$ cat config.mk
export PLATFORM = sky130hd
export DESIGN_NAME = instr_fetch
export DESIGN_NICKNAME = d
export VERILOG_FILES = /design/src/rtl/instr_fetch.sv
export SDC_FILE = /design/constraint.sdc
export NUM_CORES = 1
export LEC_CHECK = 0
export CORE_AREA = 2 2 181 183
export DETAILED_ROUTE_END_ITERATION = 8
export DIE_AREA = 0 0 183 185
export PLACE_DENSITY = 0.79
export SYNTH_ARGS = -nofsm -noshare
export SYNTH_HDL_FRONTEND = slang
export SYNTH_SLANG_ARGS = --single-unit
$ cat constraint.sdc
create_clock -name clk -period 12.93 [get_ports clk]
set_input_delay 2.586 -clock clk [delete_from_list [all_inputs] [get_ports clk]]
set_output_delay 2.586 -clock clk [all_outputs]
set_load 0.1 [all_outputs]
$ cat src/rtl/instr_fetch.sv
// Instruction fetch stage: owns the PC, issues in-order word requests to
// instruction memory, buffers returned words in a DEPTH-entry FIFO and hands
// them to decode under valid/ready. Redirects flush the FIFO and squash any
// responses still in flight.
// Optional feature: define FETCH_MISALIGN_CHECK_EN to flag misaligned redirect
// targets and halt fetch until the next aligned redirect.
module instr_fetch #(
    parameter logic [31:0] RESET_PC = 32'h0000_0000,
    parameter int unsigned DEPTH    = 4
) (
    input  logic        clk,
    input  logic        rst,
    output logic        imem_req_valid,
    input  logic        imem_req_ready,
    output logic [31:0] imem_addr,
    input  logic        imem_rsp_valid,
    input  logic [31:0] imem_rsp_data,
    output logic        instr_valid,
    input  logic        instr_ready,
    output logic [31:0] instr,
    output logic [31:0] pc,
    input  logic        redirect_valid,
    input  logic [31:0] redirect_pc,
    output logic        fetch_misalign
);

    localparam int unsigned AW = $clog2(DEPTH);
    localparam int unsigned CW = AW + 1;

    logic [31:0]   fetch_pc_q, fetch_pc_d;
    logic [CW-1:0] wr_ptr_q, wr_ptr_d, rd_ptr_q, rd_ptr_d;
    logic [CW-1:0] tag_wr_q, tag_wr_d, tag_rd_q, tag_rd_d;
    logic [CW-1:0] outstanding_q, outstanding_d, drop_q, drop_d;
    logic [31:0]   fifo_pc_q    [DEPTH];
    logic [31:0]   fifo_instr_q [DEPTH];
    logic [31:0]   tag_q        [DEPTH];

    logic [CW-1:0] occupancy;
    logic [CW+1:0] credit_used;
    logic          halted;
    logic          req_fire, rsp_take, rsp_drop, push, pop;

    assign occupancy   = wr_ptr_q - rd_ptr_q;
    assign credit_used = {2'b00, occupancy} + {2'b00, outstanding_q} + {2'b00, drop_q};

    assign imem_req_valid = !rst && !redirect_valid && !halted &&
                            (credit_used < (CW + 2)'(DEPTH));
    assign imem_addr      = fetch_pc_q;

    assign instr_valid = (wr_ptr_q != rd_ptr_q);
    assign instr       = fifo_instr_q[rd_ptr_q[AW-1:0]];
    assign pc          = fifo_pc_q[rd_ptr_q[AW-1:0]];

    assign req_fire = imem_req_valid && imem_req_ready;
    // Responses arriving with nothing in flight are stray and ignored.
    assign rsp_take = imem_rsp_valid && ((drop_q != '0) || (outstanding_q != '0));
    // A response coinciding with a redirect is squashed along with the rest.
    assign rsp_drop = rsp_take && (redirect_valid || (drop_q != '0));
    assign push     = rsp_take && !rsp_drop;
    assign pop      = instr_valid && instr_ready;

`ifdef FETCH_MISALIGN_CHECK_EN
    logic misalign_q, misalign_d;

    // Sticky misalign flag, rewritten by every redirect.
    always_comb begin
        misalign_d = misalign_q;
        if (redirect_valid) begin
            misalign_d = |redirect_pc[1:0];
        end
    end

    // Misalign flag register.
    always_ff @(posedge clk or posedge rst) begin
        if (rst) begin
            misalign_q <= 1'b0;
        end else begin
            misalign_q <= misalign_d;
        end
    end

    assign halted         = misalign_q;
    assign fetch_misalign = misalign_q;
`else
    logic unused_redirect_lo;
    assign unused_redirect_lo = ^redirect_pc[1:0];
    assign halted             = 1'b0;
    assign fetch_misalign     = 1'b0;
`endif

    // Next-state for PC, pointers and in-flight counters.
    always_comb begin
        fetch_pc_d    = fetch_pc_q;
        wr_ptr_d      = wr_ptr_q;
        rd_ptr_d      = rd_ptr_q;
        tag_wr_d      = tag_wr_q;
        tag_rd_d      = tag_rd_q;
        outstanding_d = outstanding_q + {{(CW-1){1'b0}}, req_fire} - {{(CW-1){1'b0}}, push};
        drop_d        = drop_q - {{(CW-1){1'b0}}, rsp_take && (drop_q != '0)};
        if (req_fire) begin
            fetch_pc_d = fetch_pc_q + 32'd4;
            tag_wr_d   = tag_wr_q + 1'b1;
        end
        // Squashed responses still consume their tag to keep the queue aligned.
        if (rsp_take) begin
            tag_rd_d = tag_rd_q + 1'b1;
        end
        if (pop) begin
            rd_ptr_d = rd_ptr_q + 1'b1;
        end
        if (push) begin
            wr_ptr_d = wr_ptr_q + 1'b1;
        end
        if (redirect_valid) begin
            rd_ptr_d      = wr_ptr_q;
            wr_ptr_d      = wr_ptr_q;
            drop_d        = drop_q + outstanding_q - {{(CW-1){1'b0}}, rsp_take};
            outstanding_d = '0;
            fetch_pc_d    = {redirect_pc[31:2], 2'b00};
        end
    end

    // Control state registers.
    always_ff @(posedge clk or posedge rst) begin
        if (rst) begin
            fetch_pc_q    <= RESET_PC;
            wr_ptr_q      <= '0;
            rd_ptr_q      <= '0;
            tag_wr_q      <= '0;
            tag_rd_q      <= '0;
            outstanding_q <= '0;
            drop_q        <= '0;
        end else begin
            fetch_pc_q    <= fetch_pc_d;
            wr_ptr_q      <= wr_ptr_d;
            rd_ptr_q      <= rd_ptr_d;
            tag_wr_q      <= tag_wr_d;
            tag_rd_q      <= tag_rd_d;
            outstanding_q <= outstanding_d;
            drop_q        <= drop_d;
        end
    end

    // Instruction buffer storage; cleared on reset so instr/pc read as zero.
    always_ff @(posedge clk or posedge rst) begin
        if (rst) begin
            for (int i = 0; i < DEPTH; i++) begin
                fifo_pc_q[i]    <= '0;
                fifo_instr_q[i] <= '0;
            end
        end else if (push) begin
            fifo_pc_q[wr_ptr_q[AW-1:0]]    <= tag_q[tag_rd_q[AW-1:0]];
            fifo_instr_q[wr_ptr_q[AW-1:0]] <= imem_rsp_data;
        end
    end

    // In-order queue of issued addresses used to tag returning words.
    always_ff @(posedge clk) begin
        if (req_fire) begin
            tag_q[tag_wr_q[AW-1:0]] <= fetch_pc_q;
        end
    end

endmodule

# Yosys cells after proc, flatten, opt, wreduce, memory -nomap -nowiden
# Memories as Yosys holds them, arrays and structs flattened.
# Index checks and enable logic that the tools add are counted.
# totals
register_bits,306
latchBits,0
memories,1
output_inout_bits,99
mem_bits_rw,128
mem_bits_ro,0
# mem_list
memory,words,word_bits,read_ports,rd_ports_with_merged_regs,wr,line,rtl
tag_q,4,32,1,0,1,36,logic [31:0] tag_q [DEPTH];
# classes
n_shift,0
mux,18
n_bitwise,3
add_sub_neg,13
n_lt_le_gt_ge,4
div,0
eq_ne,1
reduce_logical,19
n_mul,0
# op_table
op,n
$bwmux 128,2
$mux 32,7
$bmux 32 s2,2
$demux 32 s2,1
$add 32x3->32 const B,1
$add 3x1->3 const B,4
$mux 3,4
$logic_and 1x1->1,9
$sub 3x1->3,3
$ge 3x3->1 const B,2
$not 2->3,2
$reduce_bool 3->1,2
$add 4x3->5,1
$lt 5x3->1 const B,1
$add 3x3->4,1
$reduce_bool 2->1,2
$add 3x1->3,1
$add 3x3->3,1
$logic_not 1->1,3
$lt 3x1->1 const B,1
$ne 3x3->1,1
$sub 3x3->3,1
$logic_or 1x1->1,2
$mux 1,2
2 further kinds,2

# Depth between registers and ports, before layout
# Gate-level depths: netlist of the first run.
# logic_depth
ltp_word,9
ltp_mapped,20
depth_no_buf,18

# Worst setup path after synthesis of the first run
# OpenSTA, ideal clock, no wires.
# synth_timing
path_type,input to output
startpoint,input rst
endpoint,output imem_req_valid
cell_stages,3
slack_ns,-0.455
t_arrival_ns,10.799
cell_sequence,inv_1 -> o2111ai_1 -> nor2_1
# synth_between
elab_chain_len,3
# synth_rtl
item,line,rtl
"start, declared",12,"input logic rst,"
$logic_not 1->1 (no line),--,
$logic_and 1x1->1 (2 in series),46,assign imem_req_valid = !rst && !redirect_valid && !halted &&
"end, declared",13,"output logic imem_req_valid,"
# No other way between the ends.

# Worst setup path in the final report of the first run
# layout_timing
startpoint,input redirect_valid
endpoint,output imem_req_valid
# layout_between
elab_chain_len,3
# layout_rtl
item,line,rtl
"start, declared",22,"input logic redirect_valid,"
$logic_not 1->1,46,
$logic_and 1x1->1 (2 in series),46,
# No other way between the ends.

==> impl_results.md, run 1 <==
- Pin count of the biggest net entering global routing: 78
- Net count, final: 1337
- Slowest stage cell, crit path: clkdlybuf4s50_1
- Inst Count DP: 1602
- Largest fanout of any net on the critical path: 50
- First drt pass iteration count: 5
- Post-synthesis instance area: 17900 µm²
- Total number of cells along the worst setup path: 6
- Max-capacitance violation count: 0
- Period utilisation layout: 62.2%
- Xor/xnor cell area share of the yosys netlist: 0.830%
- Number of top-level pins: 169
- Worst slew margin relative to its limit: 27.0%
- Latest clock arrival within the worst-skew pair: 0.54 ns
- Die Span Y: 185 µm
- Main area contributors after synthesis: dfrtp_1 (41%), edfxtp_1 (20%), mux2_2 (16%)
- Total number of placement rows: 66
- Number of levels in the clock H-tree: 2
- Multi-input combinational cell area: 6630 µm²
- Final design utilization: 66.6%
- Mux share of post-synthesis cell area: 27.3%
- Number of I/O port buffers: 161
- Starting utilization of the core area: 56.0%
- Standby leakage power: 0.00927 µW
- Commonest non-fill, non-tap cell in the layout: dfrtp_1
- Flip-flop and latch count after synthesis: 414
- Cell at the root of the clock tree: clkbuf_16
- Count of distinct cell types in the synthesized netlist: 48
- Remaining routing DRC violations: 0
- Synth area leader: dfrtp_1
- Number of enable-type register cells in the synthesized netlist: 120
- Run status: finished clean
- Compound-cell area share of the yosys netlist: 2.67%
- Unrepaired setup endpoints after global routing: no
- Slew at the pin closest to its max-slew limit: 1.09 ns
- Largest vdd supply drop: 0.120 mV
- Crit end category: output port
- Drt initial violations: 697
- Final instance count without filler cells: 1682
- Post-DR wirelength/cell: 22.5 µm
- Hold-fix buffers, CTS: 0
- TritonCTS clock tree: built
- Placeable Area: 32000 µm²
- Cells after Synth: 1079
- Hold slack: 0.497 ns
- Hold Path Stages: 1
- Floorplan die width: 183 µm
- Number of max-slew violations in the final report: 0
- Count of endpoints failing hold in the final timing report: 0
- Tmin final: 8.05 ns
- DP Worst Slack: 4.92 ns
- Synthesis Warnings: 0
- Buffers from clock root to sink, at most: 3
- Worst setup SP type: input port
- Clock Skews: 0.0143 ns
- PD cells: 202 nW/µm²
- Number of vias in the routed layout: 10200
- Worst endpoint required time: 10.34 ns
- Fill cell count: 2174
- Hold WC Path Type: reg2reg
- Overflow left after global routing: 0
- Setup slack after layout: 4.88 ns
- Wire length of the first global-routing pass: 60.3 mm
- Signal arrival time at the worst endpoint: 5.46 ns
- Sequential cell area in the final layout: 11000 µm²
- Antenna violations before repair: 0
- Number of buffers created by CTS: 43
- Critical path type: in2out
- Clock transition time at the flip-flop clock pins of the worst setup and hold paths: 0.05 ns
- Total setup buffers inserted after CTS: 0
- Cell family contributing the most delay on the critical path: buffers and inverters
- Post-cts repair resize count: 0
- Achievable Freq: 124 MHz
- Sequential element share of the synthesized area: 61.1%
- Leading register cell type out of synthesis: dfrtp_1
- Most used cells in the layout excluding fill and tap cells: dfrtp_1 (290), mux2_2 (248), clkdlybuf4s50_1 (160)
- Final-report setup violation count: 0
- Routed wire length: 37.9 mm
- Fraction of the mapped netlist area in adder cells: 2.20%
- ANT nets after route: 0
- Main combinational cell family by area after synthesis: multiplexers
- Share of flip-flops with an asynchronous set or reset after synthesis: 71.0%
- Area share of the largest cell type after synthesis: 41.0%
- Mean instance size in the synthesized netlist: 16.6 µm²
- Total routing usage reported by global routing: 23.0%
- Number of global-route vias before repair: 10900
- Fraction of final layout cells sized beyond drive strength 1: 34.1%
- CTS Sinks: 414
- Die Area: 33900 µm²
- HPWL reported at the end of detailed placement: 22.3 mm
- Crit path buffers/inverters: 4
- CP peak stage delay: 1.20 ns
- Via density per instance: 6.06
- Diodes inserted: 0
- Reg2reg path depth: 17
- Area growth, synth to finish: 18.9%
- Weighted congestion reported at the end of routability-driven placement: 0.794
- Final-layout setup total negative slack: 0 ns
- Simple-gate area share of the yosys netlist: 3.73%
- CP Cell Sequence: buf_2 -> buf_4 -> inv_1 -> o2111ai_1 -> nor2_1 -> clkdlybuf4s50_1
## power by group
group	leakage [µW]	total, µW	switching (µW)	internal [µW]
clock network	0.000694	1240	497	738
registers	0.00509	1710	186	1530
logic	0.00348	1370	870	499
total	0.00927	4320	1550	2760
## worst register-to-register path: cells and delay by family, from the launching register on
family	cells	cell delay, ns
flip-flops	1	0.71
XOR/XNOR	2	0.31
adder cells (fa/ha/maj)	7	2.59
AO/OA/AOI/OAI	1	0.24
AND/OR/NAND/NOR	3	0.76
buffers and inverters	4	0.51
## worst paths after layout
| path | slack [ns] | start | endpoint |
|---|---|---|---|
| max in group asynchronous | 8.27 | rst | fifo_instr_q[116] |
| min | 0.50 | fifo_pc_q[34] | fifo_pc_q[34] |
| min reg2reg | 0.50 | fifo_pc_q[34] | fifo_pc_q[34] |
| max | 4.88 | redirect_valid | imem_req_valid |
| min in group asynchronous | 2.45 | rst | fifo_pc_q[101] |
| max reg2reg | 7.67 | rd_ptr_q[0] | outstanding_q[2] |
## sequential cells by signal, summed over array words and instances, names as in the netlist
register       count
tag_wr_q           2
imem_addr         30
drop_q             3
wr_ptr_q           3
fifo_pc_q        120
fifo_instr_q     128
tag_q            120
outstanding_q      3
tag_rd_q           2
rd_ptr_q           3
## per-stage QoR
stage / power, µW / cell area [µm²]
3_5_place_dp: 3110 / 19900
3_3_place_gp: 3070 / 19900
6_report: 4320 / 21300
5_1_grt: 4510 / 21300
4_1_cts: 4350 / 21300
2_1_floorplan: 2760 / 18000
## logic make-up after synthesis
| group | count (synthesis) |
|---|---|
| flops | 414 |
| mux | 343 |
| simple gates | 127 |
| buf+inv | 87 |
| compound gates | 62 |
| fa+ha+maj | 28 |
| xor+xnor | 17 |
| other cells | 1 |
## final cells by class
class | count | share of cell area [%]
flip-flops and latches | 414 | 51.4
clock buffers | 68 | 5.96
well taps | 408 | 2.39
repair buffers | 177 | 8.09
clock inverters | 12 | 0.733
multi-input cells | 582 | 31.0
inverters | 21 | 0.387
## routing by layer
metal,up-vias,GRT usage (%),part of all wire (%)
met5,-,0,0
met4,0,6.05,1.8
met3,60,4.17,5.7
met2,328,38.8,49
met1,5357,31.4,43
li1,4442,-,-
## cell usage after synthesis, types with 4 or more instances
cell	number
dfrtp_1	294
mux2_2	248
edfxtp_1	120
mux4_2	92
nand2_1	51
buf_2	33
ha_1	22
inv_1	20
o211ai_1	20
clkbuf_1	19
nand3_1	17
o311ai_0	17
xnor2_1	12
o21ai_0	11
buf_1	8
nand4_1	7
nor2_1	7
nor3_1	7
and2_1	6
and4_1	6
fa_1	6
or4_1	6
buf_4	5
nor4_1	5
xor2_1	5
nor2b_1	4
No activity file was read; power rests on OpenSTA's default activity.
==> inputs of run 2 (changes only) <==
- clock period: 12.93 -> 7.55 ns (I/O delays scaled with it)
==> run 2 against run 1 <==
Against the previous run: worst hold slack improved by 0.0013 ns; sequential cell count stayed put; power up 67%; clock skew is 0.00085 ns lower; non-clock buffer count shrank 4; first-iteration DRC count decreased by 12%; clock-buffer cell count fell by 15; final cell count fell by 0.30%; die area did not move.
==> impl_results.md, run 2 (synthesis results as in run 1) <==
- Placeable Area: 32000 µm² (unchanged)
- Worst slew margin relative to its limit: 27.9% (+0.87 points)
- Routed wire length: 36.2 mm (-4.4%)
- Diodes inserted: 0 (unchanged)
- DP Worst Slack: 1.62 ns (-3.30 ns)
- Signal arrival time at the worst endpoint: 4.94 ns (-0.52 ns)
- CP Cell Sequence: ha_1 -> fa_1 -> xnor2_1 -> fa_1 -> inv_1 -> fa_1 -> nor3b_4 -> o2111ai_1 -> nor2_2 -> clkdlybuf4s50_1
- Starting utilization of the core area: 56.0% (unchanged)
- Source of the worst register-to-register timing path: rd_ptr_q[0]
- Destination of the worst hold path: fifo_pc_q[36]
- CP peak stage delay: 1.14 ns (-0.06 ns)
- Hold WC Path Type: reg2reg
- Tmin final: 6.45 ns
- Post-cts repair resize count: 0 (unchanged)
- Crit end category: output port
- Total number of placement rows: 66 (unchanged)
- Most used cells in the layout excluding fill and tap cells: dfrtp_1 (290), mux2_2 (248), clkdlybuf4s50_1 (160)
- Largest vdd supply drop: 0.317 mV (+170%)
- Run status: finished clean
- Hold slack: 0.498 ns (+0.00134 ns)
- Worst endpoint required time: 6.04 ns (-4.30 ns)
- Number of vias in the routed layout: 10100 (-1.2%)
- Period utilisation layout: 85.5%
- Die Area: 33900 µm² (unchanged)
- Fill cell count: 2221 (+2.2%)
- Largest fanout of any net on the critical path: 38 (-24%)
- Hold Path Stages: 1 (unchanged)
- Buffers from clock root to sink, at most: 3 (unchanged)
- Final-layout setup total negative slack: 0 ns (unchanged)
- Area growth, synth to finish: 18.4%
- Slowest stage cell, crit path: clkdlybuf4s50_1
- Die Span Y: 185 µm (unchanged)
- Standby leakage power: 0.00921 µW (-0.57%)
- Worst setup SP type: flop
- Number of global-route vias before repair: 10700 (-2.1%)
- Largest Register: fifo_instr_q
- Final-report setup violation count: 0 (unchanged)
- PD cells: 340 nW/µm² (+68%)
- Total routing usage reported by global routing: 22.2% (-0.84 points)
- ANT nets after route: 0 (unchanged)
- Cell at the root of the clock tree: clkbuf_16
- Achievable Freq: 155 MHz
- Clock Skews: 0.0135 ns (-0.000848 ns)
- Floorplan die width: 183 µm (unchanged)
- Worst-case register-to-register setup slack: 2.38 ns (-5.29 ns)
- Pin count of the biggest net entering global routing: 89 (+14%)
- Drt initial violations: 616 (-12%)
- Latest clock arrival within the worst-skew pair: 0.54 ns (about the same)
- Overflow left after global routing: 0 (unchanged)
- RR Endpoint: outstanding_q[1]
- Total setup buffers inserted after CTS: 0 (unchanged)
- TritonCTS clock tree: built
- Commonest non-fill, non-tap cell in the layout: dfrtp_1
- Weighted congestion reported at the end of routability-driven placement: 0.799 (+0.71%)
- Remaining routing DRC violations: 0 (unchanged)
- Worst Hold Launch: fifo_pc_q[36]
- Antenna violations before repair: 0 (unchanged)
- Reg2reg path depth: 16 (-1)
- Setup slack after layout: 1.10 ns (-3.79 ns)
- Hold-fix buffers, CTS: 0 (unchanged)
- Final design utilization: 66.3% (-0.32 points)
- Unrepaired setup endpoints after global routing: no
- Inst Count DP: 1598 (-0.25%)
- Largest register FFs: 128 (unchanged)
- Max-capacitance violation count: 0 (unchanged)
- Final instance count without filler cells: 1677 (-0.30%)
- Number of top-level pins: 169 (unchanged)
- Count of endpoints failing hold in the final timing report: 0 (unchanged)
- HPWL reported at the end of detailed placement: 21.7 mm (-2.6%)
- Fraction of final layout cells sized beyond drive strength 1: 35.2% (+1.1 points)
- Clock transition time at the flip-flop clock pins of the worst setup and hold paths: 0.06 ns (about the same)
- CTS Sinks: 414 (unchanged)
- Post-DR wirelength/cell: 21.6 µm (-4.1%)
- First drt pass iteration count: 5 (unchanged)
- Critical path type: reg2out
- Number of buffers created by CTS: 43 (unchanged)
- Number of I/O port buffers: 161 (unchanged)
- Crit-path most repeated cell: fa_1
- Via density per instance: 6.00 (-0.93%)
- Wire length of the first global-routing pass: 59.0 mm (-2.2%)
- Slew at the pin closest to its max-slew limit: 1.08 ns (-0.0121 ns)
- Number of levels in the clock H-tree: 2 (unchanged)
- Net count, final: 1333 (-0.30%)
- Number of max-slew violations in the final report: 0 (unchanged)
-- run 2: power by group --
part	internal, µW	leakage [µW]	switching [µW]
clock network	1100	0.000667	858
logic	856	0.00345	1520
registers	2620	0.00509	280
-- run 2: worst max-delay path: cells and delay by family, from the launching register on --
family          cells  cell delay (ns)
compound gates      1             0.17
buf+inv             2             1.21
xor+xnor            1             0.15
fa+ha+maj           4             1.68
flops               1             0.74
simple gates        2             0.44
-- run 2: worst max path at each step --
stage                      from        endpoint  slack [ns]
finish              rd_ptr_q[0]  imem_req_valid        1.10
global route        rd_ptr_q[0]  imem_req_valid        0.85
CTS                 rd_ptr_q[0]  imem_req_valid        1.04
detailed placement  rd_ptr_q[0]  imem_req_valid        1.62
global placement    rd_ptr_q[0]  imem_req_valid        1.68
floorplan                   rst  imem_req_valid       -0.51
-- run 2: per-layer routing --
| layer | routed length [µm] | part of all wire [%] | GRT usage [%] |
|---|---|---|---|
| met1 | 16100 | 44 | 31.5 |
| met3 | 1730 | 4.8 | 3.40 |
| met5 | 0 | 0 | 0 |
| met2 | 17800 | 49 | 36.8 |
| met4 | 668 | 1.8 | 5.15 |
-- run 2: layout make-up --
cell class                 instances  area [µm²]  area share, %
multi-input combinational        582        6660           31.3
clock inverter                    26         163          0.766
timing repair buffer             173        1700           7.99
inverter                          21        82.6          0.389
tap                              408         510           2.40
clock buffer                      53        1160           5.48
sequential                       414       11000           51.6
-- run 2: per-stage QoR --
stage | total power, µW | area [µm²]
6_report | 7230 | 21200
3_3_place_gp | 5250 | 19900
3_5_place_dp | 5320 | 19900
4_1_cts | 7310 | 21200
5_1_grt | 7570 | 21200
2_1_floorplan | 4730 | 18000
==> inputs of run 3 (changes only) <==
- SLEW_MARGIN: unset -> 5
==> results of run 3 <==
The final DEF is identical to that of run 2; final timing and power are the same.
